## src/rtl/fifo_word_packer_pkg.sv

```systemverilog
// Shared types and constants for the FIFO word packer: the FSM state
// encoding, the default packed word width and the idle timer width.
package fifo_word_packer_pkg;

  typedef enum logic {
    FILL = 1'b0,
    HOLD = 1'b1
  } pack_state_e;

  localparam int MSBD_DEF = 3;
  localparam int NPACK_DEF = 4;
  localparam int WORDW = (MSBD_DEF + 1) * NPACK_DEF;

  localparam int TMR_W = 8;

endpackage

```

## src/rtl/fifo_word_packer_idle_timer.sv

```systemverilog
// Idle timer for a partially filled word. It counts enabled cycles and
// asserts expire while the count equals TMO-1. clr takes priority over en.
module pack_idle_timer
  import fifo_word_packer_pkg::*;
#(
  parameter int TMO = 8
) (
  input  logic clock,
  input  logic rst,
  input  logic clr,
  input  logic en,
  output logic expire
);

  logic [TMR_W-1:0] timer;

  // NOTE: state registers use non-blocking assignments so every flop
  // samples the pre-edge values; the reset is synchronous, so it sits
  // inside the clocked block and is not in the sensitivity list.
  always_ff @(posedge clock) begin
    if (rst || clr) begin
      timer <= '0;
    end else if (en) begin
      timer <= timer + 1'b1;
    end
  end

  assign expire = (timer == TMR_W'(TMO - 1));

endmodule

```

## src/rtl/fifo_word_packer.sv

```systemverilog
// Drains the ring-buffer FIFO and packs NPACK consecutive entries into one
// word, LSB slot first. Partial words are flushed after TMO idle cycles.
module fifo_word_packer
  import fifo_word_packer_pkg::*;
#(
  parameter int MSBD  = MSBD_DEF,
  parameter int NPACK = NPACK_DEF,
  parameter int TMO   = 8
) (
  input  logic                        clock,
  input  logic                        rst,
  input  logic [MSBD:0]               fifoData,
  input  logic                        fifoEmpty,
  input  logic                        fifoPushSeen,
  output logic                        fifoPop,
  output logic [(MSBD+1)*NPACK-1:0]   outData,
  output logic [2:0]                  outCount,
  output logic                        outValid,
  input  logic                        outReady
);

  localparam int EW = MSBD + 1;

  pack_state_e state_q, state_d;
  logic [2:0]  cnt;
  logic        acc;
  logic        last_slot;
  logic        expire;
  logic        flush;
  logic        tmr_clr;

  // A push in the same cycle wins inside the FIFO, so such a pop is lost.
  assign acc       = (state_q == FILL) && !rst && !fifoEmpty && !fifoPushSeen;
  assign last_slot = (cnt == 3'(NPACK - 1));
  assign flush     = (state_q == FILL) && !acc && expire && (cnt != 3'd0);

  // The timer only runs in FILL while a partial word is pending.
  assign tmr_clr = (state_q != FILL) || acc || (cnt == 3'd0);

  pack_idle_timer #(
    .TMO (TMO)
  ) u_idle_timer (
    .clock  (clock),
    .rst    (rst),
    .clr    (tmr_clr),
    .en     (!tmr_clr),
    .expire (expire)
  );

  always_ff @(posedge clock) begin
    if (rst) begin
      state_q <= FILL;
    end else begin
      state_q <= state_d;
    end
  end

  // NOTE: every output of this block gets a default first, so no path
  // through the case leaves a signal unassigned and no latch is inferred.
  always_comb begin
    state_d  = state_q;
    fifoPop  = 1'b0;
    outValid = 1'b0;
    unique case (state_q)
      FILL: begin
        fifoPop = !fifoEmpty;
        if ((acc && last_slot) || flush) begin
          state_d = HOLD;
        end
      end
      HOLD: begin
        outValid = 1'b1;
        if (outReady) begin
          state_d = FILL;
        end
      end
      default: state_d = FILL;
    endcase
    if (rst) begin
      fifoPop = 1'b0;
    end
  end

  always_ff @(posedge clock) begin
    if (rst) begin
      cnt      <= '0;
      outData  <= '0;
      outCount <= '0;
    end else if (state_q == HOLD) begin
      if (outReady) begin
        cnt      <= '0;
        outData  <= '0;
        outCount <= '0;
      end
    end else begin
      if (acc) begin
        outData[int'(cnt)*EW +: EW] <= fifoData;
        cnt                         <= cnt + 3'd1;
        if (last_slot) begin
          outCount <= 3'(NPACK);
        end
      end else if (flush) begin
        outCount <= cnt;
      end
    end
  end

endmodule

```

## config.mk

```make
export PLATFORM = sky130hd
export DESIGN_NAME = fifo_word_packer
export DESIGN_NICKNAME = d
export VERILOG_FILES = /design/src/rtl/fifo_word_packer_pkg.sv /design/src/rtl/fifo_word_packer_idle_timer.sv /design/src/rtl/fifo_word_packer.sv
export SDC_FILE = /design/constraint.sdc
export NUM_CORES = 1
export LEC_CHECK = 0
export BUFFER_PORTS_ARGS = -buffer_cell sky130_fd_sc_hd__buf_2
export CAP_MARGIN = 5
export CORE_ASPECT_RATIO = 0.8
export CORE_MARGIN = 2
export CORE_UTILIZATION = 40
export DETAILED_ROUTE_END_ITERATION = 16
export SLEW_MARGIN = 0
export SYNTH_ARGS = -nofsm -noshare
export SYNTH_HDL_FRONTEND = slang
export SYNTH_HIERARCHICAL = 1
export SYNTH_SLANG_ARGS = --single-unit
```

## constraint.sdc

```tcl
create_clock -name clock -period 2.32 [get_ports clock]
set_clock_uncertainty 0.2 [all_clocks]
set_input_delay 0.464 -clock clock [delete_from_list [all_inputs] [get_ports clock]]
set_output_delay 0.464 -clock clock [all_outputs]
set_load 0.02 [all_outputs]
```

## Yosys cells after proc, flatten, opt, wreduce, memory -nomap -nowiden

Cells that the tools add are included.

- Input bits: 9
- Register bits after elaboration: 31
- Output and inout bits: 21
- Word-level logic and storage cells: 53

- Mux-type cells: 17
- Bitwise gates (word level): 1
- Add/sub/neg operators: 3
- Reduce and logical (&&, ||, !) cells: 21
- Eq/ne operators: 4
- Shift-type cells: 2

Operators by type and width:

| cell | count |
|---|---|
| 16-bit two-way mux | 3 |
| 5-bit negator with 33-bit output | 1 |
| 4-bit by 33-bit variable shift with 16-bit output (first input constant) | 1 |
| 4-bit by 33-bit variable part select with 16-bit output | 1 |
| 3-bit two-way mux | 7 |
| 16-bit bitwise mux | 1 |
| 8-bit by 1-bit adder with 8-bit output (second input constant) | 1 |
| 8-bit by 3-bit equality test with 1-bit output (second input constant) | 1 |
| 1-bit logical AND | 7 |
| 3-bit nonzero test | 2 |
| 1-bit two-way mux | 5 |
| 1-bit zero test | 4 |
| 1-bit logical OR | 4 |
| 3-bit by 1-bit adder with 3-bit output (second input constant) | 1 |
| 3-bit by 2-bit equality test with 1-bit output (second input constant) | 1 |
| 3-bit zero test | 1 |
| 3-bit by 2-bit != test with 1-bit output (second input constant) | 1 |
| 3-bit AND reduction | 1 |
| 2-bit != test (second input constant) | 1 |
| 1-bit one-hot mux with 2 select lines | 1 |
| 2-bit AND reduction | 1 |
| 2-bit nonzero test | 1 |
| 1-bit inverter | 1 |

## Longest topological paths before layout

- Depth in word-level cells: 11
- Gate-level depth with buffers: 8
- Depth with buffers taken out: 7

## Modules after synthesis

The synthesis kept the hierarchy.

Modules (own cells, without submodules):

| module | sequential area each (um2) | times used | area each (um2) | cells each |
|---|---|---|---|---|
| fifo_word_packer | 460.4 | 1 | 1,091.0 | 112 |
| pack_idle_timer | 160.2 | 1 | 376.6 | 42 |

## Least setup slack after synthesis

No wires, ideal clock.

- Kind: register to register
- From: register cnt[0]
- To: register outData[0]
- Library setup time: 0.117 ns
- Cell stages (with the launch flop): 8
- Period minus slack after synthesis: 2.382 ns
- Data arrival time: 2.065 ns
- Setup slack: -0.062 ns
- Path through: dfxtp_1 > inv_1 > ha_1 > ha_1 > or4b_1 > o31ai_1 > a21oi_1 > a32o_1

- Longest elaborated chain between the ends: 5
- Elaborated cells between the ends (all ways): 6

Ends and longest elaborated chain:

| what | RTL line | RTL |
|---|---|---|
| from (decl) | fifo_word_packer.sv:25 | `logic [2:0] cnt;` |
| from (signal assigned) | fifo_word_packer.sv:98 | `cnt <= cnt + 3'd1;` |
| 5-bit negator with 33-bit output * | fifo_word_packer.sv:97 | `outData[int'(cnt)*EW +: EW] <= fifoData;` |
| 4-bit by 33-bit variable part select with 16-bit output or 4-bit by 33-bit variable shift with 16-bit output (tied branches) | fifo_word_packer.sv:97 |  |
| 16-bit bitwise mux * | fifo_word_packer.sv:97 |  |
| 16-bit two-way mux * | fifo_word_packer.sv:96 | `if (acc) begin` |
| 16-bit two-way mux * | fifo_word_packer.sv:89 | `end else if (state_q == HOLD) begin` |
| to (signal, indexed assignment) | fifo_word_packer.sv:97 |  |
| to (decl) | fifo_word_packer.sv:16 | `output logic [(MSBD+1)*NPACK-1:0] outData,` |

Mark *: on every way between the ends. The rest lies on a longest branch, timed or not. The select of a mux whose other input is x is not followed.
A chain may end at the register's enable or synchronous reset.

## Worst setup path after layout

- From: register cnt[0]
- To: register outData[3]

The elaborated chain is that of the path after synthesis.

==> reports/metrics.yaml <==
routing:
  firstDrtPassIters: 4
  drt-total-wl_microns: 3700
  wl_per_cell_microns: 15.1
  vias: 1377
  ant_nets: 0
  drcViolationCount: 0
  drtIter0Drc: 70
  avgViaCountPerCell: 5.62
sta:
  setup_violations: 0
  slew_headroom: 0.704
  hold_viol_final: 0
  drv_slew: 0
  period_needed_ns: 2.22
  period_share: 0.956
  whs_ns: 0.234
  worst_slew_pin_slew_ns: 0.441
  rsz0062_at_grt: "false"
  clock.fmax_mhz: 451
  tns_ns: 0
clock_network:
  clock_sinks: 31
  postCtsHoldBufs: 0
  cts_root_buf: "clkbuf_8"
  cts_htree_levels: 2
  clockBufferDepth: 2
  cts_tree: "yes"
  clk_latency_ns: 0.28
  path_clk_slew_ns: 0.06
  numCtsBuffers: 5
place:
  port_buffers: 29
  hpwl_microns: 2640
  gp_congestion: 0.885
  placed_cells: 234
global_route:
  gr-total-overflow: 0
  grt_pass1_wl_microns: 5980
  grt_pass1_vias: 1315
  grt_max_degree: 16
  grt_usage: 0.190
  antenna_found_initial: 0
yosys:
  netlist_area_sq_um: 1470
  ys_seq_area_frac: 0.423
  ys.flop_type: "dfxtp_1"
  yosysUniqueCellTypes: 42
  yosysTopAreaCellShare: 0.423
  synth_edf_count: 0
  synth.avg_cell_area_sq_um: 9.53
  syn_nets: 171
  yosys_register_bits: 31
  yosysWarnings: 6
  ys_top_cells_by_area: "dfxtp_1 42%, ha_1 6.8%, nor3b_1 4.1%, nor2_1 3.8%, a21oi_1 3.8%"
  syn_inst: 154
  synth-async-reset-ratio: 0
  synth_top_area_cell: "dfxtp_1"
setup_path:
  crit_required_ns: 2.29
  path_max_fanout: 4
  end_kind: "register"
  start_kind: "register"
  crit_arrival_ns: 2.19
  crit_type: "register to register"
floorplanning:
  initial_core_util: 0.423
  fp.dieH_microns: 58.2
  die_w_microns: 71.7
  rows: 19
  dieArea_sq_um: 4170
  io_pins: 30
  coreArea_sq_um: 3470
power:
  finalPower_mw: 1.11
  powerDensity_nw_per_um2: 583
  p_leak_nw: 0.786
  peakVddDrop_uv: 474
layout:
  layout-drive-gt1-share: 0.345
  final_util: 0.550
  n_antenna_cell: 0
  final_nets: 219
  instances_no_fill: 245
  area_growth_pct: 30.0
min_path:
  holdCritPathClass: "input pin to register"
run:
  drv_cap: 0
run_status:
  status: "complete, no violations"
[report_power, final]
part           leakage [nW]  internal, mW  switching, mW
clock network        0.0515         0.270          0.191
registers             0.251         0.537        0.00269
logic                 0.483        0.0486         0.0620
[sequential cells by signal, indices dropped and copies added (netlist names)]
name                count
cnt                     3
outCount                3
outData                16
state_q                 1
u_idle_timer/timer      8
[cell usage after synthesis, types with 2 or more instances]
cell and count:
a21oi_1 11, a22o_1 4, a31o_1 3, a31o_2 4
a32o_1 4, buf_6 2, dfxtp_1 31, ha_1 8
inv_1 6, nand2_1 8, nand2b_1 2, nand3_1 3
nand4_1 4, nor2_1 15, nor3_1 5, nor3b_1 8
nor4_1 3, o21a_1 2, o21ai_0 5, or3_1 2
xor2_1 3
[per-stage QoR]
stage / cell area (sq um) / worst slack [ns]
global placement: 1740 / 0.0962
CTS: 1850 / 0.0330
floorplan: 1470 / 0.00995
global route: 1910 / 0.00433
detailed placement: 1740 / 0.0218
finish: 1910 / 0.101
[final timing paths]
check,cells after the start,slack [ns],from,to
max reg2reg,7,0.10,cnt[0]$_SDFFE_PP0P_,outData[3]$_SDFFE_PP0P_
min reg2reg,2,0.27,outData[8]$_SDFFE_PP0P_,outData[8]$_SDFFE_PP0P_
max,7,0.10,cnt[0]$_SDFFE_PP0P_,outData[3]$_SDFFE_PP0P_
min,2,0.23,fifoData[0],outData[4]$_SDFFE_PP0P_
[layer usage]
metal,global-route usage,wire length (microns),part of all wire
met5,0,0,0
met4,0.0970,88,0.024
met3,0.0765,212,0.057
met2,0.272,1710,0.46
met1,0.246,1690,0.46
[layout make-up]
class	instances	area, sq um
fillers	322	1560
multi-input cells	111	830
flip-flops and latches	31	623
repair buffers	47	280
clock buffers	8	100
well taps	42	52.6
inverters	6	22.5
[kinds of logic after synthesis]
kind of cell               Yosys count  share of synthesized area
AOI/OAI and AO/OA                   41                      0.217
buffers and inverters               12                     0.0443
and+or+nand+nor                     57                      0.217
adders and majority gates            8                     0.0682
DFF                                 31                      0.423
muxes                                1                    0.00682
xor gates and xnor gates             4                     0.0239
[critical path, stage by stage, from the launching register on]
cell and delay, ns:
dfxtp_2 0.33, inv_1 0.05, ha_1 0.22, ha_4 0.22, or4b_4 0.51, o31ai_4 0.27, a21oi_4 0.10, a32o_1 0.21
[cell usage in the layout, fill, tap and decap left out, types with 4 or more instances in the layout]
cell       n
inv_1      6
dfxtp_1   29
buf_2     29
a32o_1     4
nor3b_1    8
a21oi_1   10
a31o_2     4
nor3_1     5
buf_4     18
ha_1       7
nand2_1    8
o21ai_0    5
nand4_1    4
clkbuf_8   7
nor2_1    15
a22o_1     4
[timing repair]
item | CTS | global route
pin swaps | 0 | 3
gates resized for setup | 2 | 5
setup buffers | 0 | 3
setup endpoints to repair | 1 | 5
Note: power is estimated with default switching activity, not from simulation.
